`src/rtl/neuron_pkg.sv`:
```
// Shared widths, FSM states and the constant weight/bias ROM for neuron_unit.
package neuron_pkg;

  localparam int IN_W    = 12;
  localparam int W_W     = 8;
  localparam int B_W     = 16;
  localparam int OUT_W   = 23;
  localparam int NUM_IDS = 5;

  typedef enum logic [2:0] {
    LOAD,
    MAC0,
    MAC1,
    MAC2,
    OUT
  } state_t;

  localparam int W_TAB [NUM_IDS][3] = '{
    '{ 1,  2,  3},
    '{-1,  1,  0},
    '{ 2, -3,  1},
    '{ 4,  0, -1},
    '{ 0,  0,  0}
  };
  localparam int B_TAB [NUM_IDS] = '{0, 5, -10, 0, 7};

  // Unknown IDs fall back to an all-zero neuron.
  function automatic logic signed [W_W-1:0] get_weight(input int id, input int idx);
    if (id < 0 || id >= NUM_IDS || idx < 0 || idx > 2) return '0;
    return W_W'(W_TAB[id][idx]);
  endfunction

  function automatic logic signed [B_W-1:0] get_bias(input int id);
    if (id < 0 || id >= NUM_IDS) return '0;
    return B_W'(B_TAB[id]);
  endfunction

endpackage

```
`src/rtl/neuron_mac.sv`:
```
// Combinational multiply-add: acc_out = acc_in + signed w * unsigned x.
module neuron_mac #(
  parameter int IN_W  = 12,
  parameter int W_W   = 8,
  parameter int OUT_W = 23
) (
  input  logic signed [OUT_W-1:0] acc_in,
  input  logic signed [W_W-1:0]   w,
  input  logic        [IN_W-1:0]  x,
  output logic signed [OUT_W-1:0] acc_out
);

  localparam int P_W = W_W + IN_W + 1;

  logic signed [IN_W:0]  x_s;
  logic signed [P_W-1:0] prod;

  // Zero-extend x so the signed multiply never treats it as negative.
  assign x_s     = $signed({1'b0, x});
  assign prod    = P_W'(w) * P_W'(x_s);
  assign acc_out = acc_in + OUT_W'(prod);

endmodule

```
`src/rtl/neuron_unit.sv`:
```
// neuron_unit: 3-input fixed-point neuron, one product per cycle over a 5-state frame.
// Build option: define NEURON_RELU_EN to clamp negative results to zero on out_data.
module neuron_unit #(
  parameter int NEURON_ID = 0,
  parameter int IN_W      = neuron_pkg::IN_W,
  parameter int W_W       = neuron_pkg::W_W,
  parameter int B_W       = neuron_pkg::B_W,
  parameter int OUT_W     = neuron_pkg::OUT_W
) (
  input  logic             clk,
  input  logic             rst,
  input  logic [IN_W-1:0]  in_data_0,
  input  logic [IN_W-1:0]  in_data_1,
  input  logic [IN_W-1:0]  in_data_2,
  output logic [OUT_W-1:0] out_data,
  output logic             out_valid
);

  import neuron_pkg::*;

  localparam logic signed [B_W-1:0] BIAS = B_W'(get_bias(NEURON_ID));

  state_t                  state_q, state_d;
  logic        [IN_W-1:0]  x_q [3];
  logic        [IN_W-1:0]  x_d [3];
  logic        [IN_W-1:0]  in_vec [3];
  logic signed [W_W-1:0]   w_tab [3];
  logic signed [OUT_W-1:0] acc_q, acc_d, mac_sum;
  logic        [OUT_W-1:0] out_data_q, out_data_d;
  logic                    out_valid_q, out_valid_d;
  logic signed [W_W-1:0]   mac_w;
  logic        [IN_W-1:0]  mac_x;

  assign in_vec[0] = in_data_0;
  assign in_vec[1] = in_data_1;
  assign in_vec[2] = in_data_2;

  for (genvar gi = 0; gi < 3; gi++) begin : g_weight
    assign w_tab[gi] = W_W'(get_weight(NEURON_ID, gi));
  end

  // Operand select kept apart from the next-state logic to avoid a combinational loop.
  always_comb begin
    mac_w = w_tab[0];
    mac_x = x_q[0];
    case (state_q)
      MAC1: begin
        mac_w = w_tab[1];
        mac_x = x_q[1];
      end
      MAC2: begin
        mac_w = w_tab[2];
        mac_x = x_q[2];
      end
      default: ;
    endcase
  end

  neuron_mac #(
    .IN_W  (IN_W),
    .W_W   (W_W),
    .OUT_W (OUT_W)
  ) u_mac (
    .acc_in  (acc_q),
    .w       (mac_w),
    .x       (mac_x),
    .acc_out (mac_sum)
  );

  always_comb begin
    state_d     = state_q;
    acc_d       = acc_q;
    out_data_d  = out_data_q;
    out_valid_d = out_valid_q;
    for (int i = 0; i < 3; i++) x_d[i] = x_q[i];
    unique case (state_q)
      LOAD: begin
        for (int i = 0; i < 3; i++) x_d[i] = in_vec[i];
        acc_d   = {{(OUT_W-B_W){BIAS[B_W-1]}}, BIAS};
        state_d = MAC0;
      end
      MAC0: begin
        acc_d   = mac_sum;
        state_d = MAC1;
      end
      MAC1: begin
        acc_d   = mac_sum;
        state_d = MAC2;
      end
      MAC2: begin
        acc_d   = mac_sum;
        state_d = OUT;
      end
      OUT: begin
`ifdef NEURON_RELU_EN
        out_data_d = acc_q[OUT_W-1] ? '0 : acc_q;
`else
        out_data_d = acc_q;
`endif
        out_valid_d = 1'b1;
        state_d     = LOAD;
      end
      default: state_d = LOAD;
    endcase
  end

  always_ff @(posedge clk) begin
    if (!rst) begin
      state_q     <= LOAD;
      acc_q       <= '0;
      out_data_q  <= '0;
      out_valid_q <= 1'b0;
      for (int i = 0; i < 3; i++) x_q[i] <= '0;
    end else begin
      state_q     <= state_d;
      acc_q       <= acc_d;
      out_data_q  <= out_data_d;
      out_valid_q <= out_valid_d;
      for (int i = 0; i < 3; i++) x_q[i] <= x_d[i];
    end
  end

  assign out_data  = out_data_q;
  assign out_valid = out_valid_q;

endmodule

```
`config.mk`:
```
export PLATFORM = sky130hd
export DESIGN_NAME = neuron_unit
export DESIGN_NICKNAME = d
export VERILOG_FILES = /design/src/rtl/neuron_pkg.sv /design/src/rtl/neuron_mac.sv /design/src/rtl/neuron_unit.sv
export SDC_FILE = /design/constraint.sdc
export NUM_CORES = 1
export LEC_CHECK = 0
export CORE_UTILIZATION = 60
export DETAILED_ROUTE_END_ITERATION = 6
export PLACE_DENSITY = 0.81
export SYNTH_ARGS = -nofsm -noshare
export SYNTH_HDL_FRONTEND = slang
export SYNTH_HIERARCHICAL = 1
export SYNTH_SLANG_ARGS = --single-unit
export TNS_END_PERCENT = 1
```
`constraint.sdc`:
```
create_clock -name clk -period 7.3 [get_ports clk]
set_input_delay 2.19 -clock clk [delete_from_list [all_inputs] [get_ports clk]]
set_output_delay 2.19 -clock clk [all_outputs]
set_load 0.02 [all_outputs]
```
Word-level counts from Yosys, hierarchy flattened
Memory sizes are Yosys's and may differ from the RTL's. Cells that the tools add are included.

Register bits after elaboration: 50. RAM bits: 36. Input bits: 38. Output and inout bits: 24. Word-level logic and storage cells: 27. Memories: 1.

Memory list: x_q (words 3, width 12, read ports 3, clocked after memory_dff 0, wr ports 3, RTL line neuron_unit.sv:24) `logic [IN_W-1:0] x_q [3];`.

Add/subtract/negate cells: 1. Multiply operators: 1. Equality and inequality tests: 4. Muxes and demuxes: 10. Bitwise operators: 3. Reductions and logical operators: 3.

Operator list (count): $pmux 23 s2 (1); $mux 12 (3); $mux 36 (1); $pmux 12 s2 (1); $add 23x21->23 (1); $mul 2x12->14 (1); $pmux 3 s4 (1); $eq 3x2->1 const B (2); $pmux 2 s2 (1); $eq 3x1->1 const B (1); $eq 3x3->1 const B (1); $logic_not 3->1 (1); $or 1x1->1 (3); $reduce_or 3->1 (1); $mux 1 (2); $reduce_bool 2->1 (1).

Logic depth before layout (Yosys ltp)
Depth in word-level cells: 5. Mapped depth: 23. Depth with buffers taken out: 22.

Cells and area by module
Netlist, hierarchy kept.

By module, submodules not included: neuron_mac (times used 1, cells each 444, area an instance 3977.6 um^2, sequential area each 0.0 um^2); neuron_unit (times used 1, cells each 422, area an instance 3669.8 um^2, sequential area each 1721.7 um^2).

Least setup slack after synthesis
No wires, ideal clock.

Path type: reg2reg. Start point: register state_q[2]. End point: register acc_q[21]. Arrival time: 5.394 ns. Path slack: 1.784 ns. Cell stages (with the launch flop): 20. Path buffers: 1. Clock period less this slack: 5.516 ns. Path through: dfxtp_1 > nand2b_1 > clkbuf_1 > o21ai_0 > nand2_1 > fa_1 > inv_1 > fa_1 > fa_1 > fa_1 > fa_1 > ha_1 > o21ai_0 > o21a_1 > nor3_1 > a21oi_2 > mux2i_1 > or3_1 > nand3b_1 > a21boi_0.

Word-level cells in the longest chain between the ends: 5. Elaborated cells between the ends (all ways): 11.

Ends and longest elaborated chain: start, declared (RTL line neuron_unit.sv:23) `state_t state_q, state_d;`; start signal, assigned (RTL line neuron_unit.sv:115) `state_q <= state_d;`; $eq 3x2->1 (RTL line neuron_unit.sv:46) `case (state_q)`; $pmux 12 s2 * (RTL line neuron_unit.sv:46); named net mac_x[6] (RTL line neuron_unit.sv:32) `logic [IN_W-1:0] mac_x;`; $mul 2x12->14 * (RTL line neuron_mac.sv:20) `assign prod = P_W'(w) * P_W'(x_s);`; $add 23x21->23 * (RTL line neuron_mac.sv:21) `assign acc_out = acc_in + OUT_W'(prod);`; named net mac_sum[21] (RTL line neuron_unit.sv:28) `logic signed [OUT_W-1:0] acc_q, acc_d, mac_sum;`; $pmux 23 s2 * (RTL line neuron_unit.sv:76) `unique case (state_q)`; end signal, assigned (RTL line neuron_unit.sv:110) `acc_q <= '0;`; end signal, assigned (RTL line neuron_unit.sv:116) `acc_q <= acc_d;`; end, declared (RTL line neuron_unit.sv:28).

Mark *: on every way through the listed nets, which the timed path passes. The rest lies on a longest branch. A chain may end at the register's enable or synchronous reset.

Worst setup path after layout
Start point: register state_q[1]. End point: register acc_q[22].

Same word-level chain as after synthesis.

==> key figures <==
Drt
  – Final ANT Viol Nets: 0
  – Wirelength per Cell: approximately 15 um
  – DR iter-0 viols: ~430
  – Vias after detailed routing: 5916
  – Routed wire length: 16480 um
  – DRC violation count after routing: 0
  – Via-per-instance ratio: about 5.4
  – Detailed Routing Iterations Pass 1: 5

Power
  – Standby leakage power: around 4.0 nW
  – Fraction of power consumed by sequential logic: around a fifth
  – Max rail drop VDD: slightly below 200 uV
  – Power per Cell Area: approximately 330 nW/um^2
  – Int Power: roughly 1.5 mW
  – Sw power: ~1.3 mW
  – Clock network power share: 15.5%
  – Sw Ratio: 45.80%
  – Overall power: 2.816 mW
  – Comb pwr share: a little under two thirds

Placement
  – Placement Setup Slack: 747.0 ps
  – Half-perimeter wire length of the detailed placement result: approximately 12000 um
  – Buffers added on ports: 61
  – Cell Count Post-Placement: between 1000 and 1500
  – Final RePlAce weighted congestion: 0.9027

Timing
  – Fin Setup TNS: 0 ps
  – Final worst slack: a little over 600 ps
  – Setup violators final: 0
  – Tcrit/Tclk final: 91.50%
  – Fin. max-slew vios: 0
  – Max-slew headroom at the worst pin: between 30% and 40%
  – Highest attainable clock frequency: ~150 MHz
  – Min Clock Period, post-route: about 6700 ps
  – Final Hold Viols: 0
  – Worst Clk Skew: 8.342 ps
  – Setup repair after global routing missed its margin: no
  – Actual slew at the worst max-slew pin: around 1000 ps

Logic synthesis
  – Post-synthesis sequential area ratio: between 20% and 30%
  – Number of enable-type register cells in the synthesized netlist: 0
  – Distinct cell type count of the synthesized netlist: 46
  – Share of the synthesized area in the top cell type: a little under a quarter
  – Cell accounting for the most synthesized area: sky130_fd_sc_hd__dfxtp_1
  – Leading cell type by number of instances after synthesis: sky130_fd_sc_hd__nand2_1
  – Yosys reg bits: 86
  – Commonest cells post-synth: sky130_fd_sc_hd__nand2_1 (135), sky130_fd_sc_hd__dfxtp_1 (86), sky130_fd_sc_hd__inv_1 (86), sky130_fd_sc_hd__fa_1 (80), sky130_fd_sc_hd__ha_1 (64)
  – Mapped Avg Cell Area: just under 9 sq um
  – Ys async rst share: 0%
  – Cell Area, Synth: around 7600 sq um
  – Ys flop type: sky130_fd_sc_hd__dfxtp_1
  – Cell count after synthesis: between 800 and 900
  – Main area contributors after synthesis: sky130_fd_sc_hd__dfxtp_1 (23%), sky130_fd_sc_hd__fa_1 (21%), sky130_fd_sc_hd__ha_1 (10%)
  – Number of warnings printed during yosys synthesis: 6

Clocking
  – Worst-path clk slew: around 70 ps
  – Clock buffers created by TritonCTS: 9
  – Number of instances resized during post-cts repair: 0
  – Clock root buffer master: sky130_fd_sc_hd__clkbuf_16
  – Clock insertion delay at the later pin of the skew report: around 350 ps
  – TritonCTS clock tree: built
  – Setup fix buffers added after clock tree synthesis: 0
  – Deepest level of the CTS H-tree: 3
  – # hold bufs at CTS: 0
  – Maximum number of buffers from clock root to sink: 2
  – Number of sinks driven by the clock tree: 86

Global route
  – Met2 usage in global routing: a little over two fifths
  – Overall fraction of global-route tracks in use: between 20% and 30%
  – Global Route met1 Usage: a little under two fifths
  – Maximum number of pins on one net before global-route repair: 78
  – Global-route wire length before repair: 27630 um
  – Routing layer with the top usage in global route: met2
  – Global-route congestion overflow total: 0
  – Initial antenna violation count: 0
  – Met3 Resource Use GR: under 10%
  – Vias in the first global route: around 5700

Floorplanning
  – IO Pins: 62
  – Die span in x: about 110 um
  – Floorplan die height: between 100 and 150 um
  – Row count: 40
  – Std-Cell Core Area: 12210 sq um
  – Die outline area: around 13000 sq um
  – Effective utilization at floorplan: 62.62%

Finish
  – Utilization after layout: around 71%
  – Area taken by multi-input logic gates: ~5400 sq um
  – Fraction of layout instances using a drive strength above 1: under 10%
  – Post-layout instance count excluding filler cells: around 1100
  – Fillcell total: between 900 and 1000
  – Reg area: approximately 1700 sq um
  – Antenna Cells: 0
  – Area added between synthesis and finish: 13.25%
  – Number of nets in the final layout: between 1000 and 1500

Min path
  – Type of the most critical hold path: reg2reg

Critical path
  – Required time of the worst setup path: 7580 ps
  – Arrival time of data at the critical path endpoint: just under 7000 ps
  – Largest fanout of any net on the critical path: 25
  – Setup crit end kind: flop
  – Category of the most critical setup path: reg2reg
  – Critical Path Start Type: flop

Outcome
  – Outcome: completed

Flow run
  – Max-cap violations: 0
[per-stage QoR]
| stage | instance area [sq um] | hold WS (ps) |
|---|---|---|
| final | 8661 | 453.2 |
| after global placement | 8386 | 445.1 |
| after global routing | 8661 | 470.5 |
| after floorplan | 7730 | 436.5 |
| after detailed placement | 8386 | 439.8 |
| after CTS | 8661 | 457.8 |
[cells in the final DEF, fill, tap and decap left out, drive strengths merged, types with 4 or more instances in the layout]
master           n
a21o             9
nand2          135
mux2i           14
conb            23
inv             88
dfxtp           86
and2            50
a21oi           13
o21ai           79
nand2b           8
clkbuf          10
clkdlybuf4s50   60
xor2             5
a21boi          23
o21bai           4
nor3             4
nor2            15
xnor2           14
buf             16
nand3b          23
nand3           65
fa              80
ha              64
nor2b           11
[kinds of logic (layout without fill, tap and decap cells)]
logic type	after synthesis	in the layout	share of synthesized area (%)
AND/OR/NAND/NOR	319	319	20.71
other	1	23	0.04904
buffers and inverters	137	178	7.952
flip-flops	86	86	22.51
multiplexers	15	15	1.980
AO/OA/AOI/OAI	145	145	13.20
XOR/XNOR	19	19	2.176
adder cells (fa/ha/maj)	144	144	31.41
[critical path, cell delays in order, from the launching register on]
cell and delay (ps):
sky130_fd_sc_hd__dfxtp_1 420, sky130_fd_sc_hd__nand2b_1 440, sky130_fd_sc_hd__o21ai_0 850, sky130_fd_sc_hd__nand2_1 170, sky130_fd_sc_hd__fa_1 540, sky130_fd_sc_hd__inv_1 50
sky130_fd_sc_hd__fa_1 460, sky130_fd_sc_hd__fa_1 470, sky130_fd_sc_hd__fa_1 580, sky130_fd_sc_hd__fa_1 430, sky130_fd_sc_hd__ha_1 360, sky130_fd_sc_hd__nand3_1 100
sky130_fd_sc_hd__o2111ai_1 260, sky130_fd_sc_hd__o311ai_0 720, sky130_fd_sc_hd__a211oi_1 170, sky130_fd_sc_hd__o22ai_1 180, sky130_fd_sc_hd__xnor2_1 140, sky130_fd_sc_hd__nand3b_1 90
sky130_fd_sc_hd__a21boi_0 170
[power by group through the flow]
stage | combinational, mW | clock, mW | sequential [mW]
4_1_cts | 1.75 | 0.448 | 0.584
3_3_place_gp | 1.70 | 0 | 0.592
5_1_grt | 2.04 | 0.467 | 0.592
6_report | 1.80 | 0.436 | 0.584
3_5_place_dp | 1.72 | 0 | 0.593
2_1_floorplan | 1.42 | 0 | 0.573
[worst paths after layout]
kind	start	end	slack [ps]	depth (start not counted)
max	state_q[1]	acc_q[22]	620	18
min	out_data[9]	out_data[9]	450	2
max reg2reg	state_q[1]	acc_q[22]	620	18
min reg2reg	out_data[9]	out_data[9]	450	2
[sequential cells by signal, summed over array words and instances (netlist names)]
signal     count
out_data      23
state_q        3
x_q           36
out_valid      1
acc_q         23
[layer usage]
layer	wire (um)	vias up
met1	7670	2796
met4	337	0
met2	7500	160
met5	0	-
met3	975	29
li1	-	2931
[layout make-up]
| type | count | share of cell area [%] |
|---|---|---|
| clock inverter | 6 | 0.5345 |
| multi-input combinational | 665 | 62.47 |
| timing repair buffer | 76 | 8.321 |
| inverter | 86 | 3.727 |
| sequential | 86 | 19.88 |
| clock buffer | 10 | 2.644 |
| tap | 168 | 2.427 |
(Power assumes the default switching activity.)
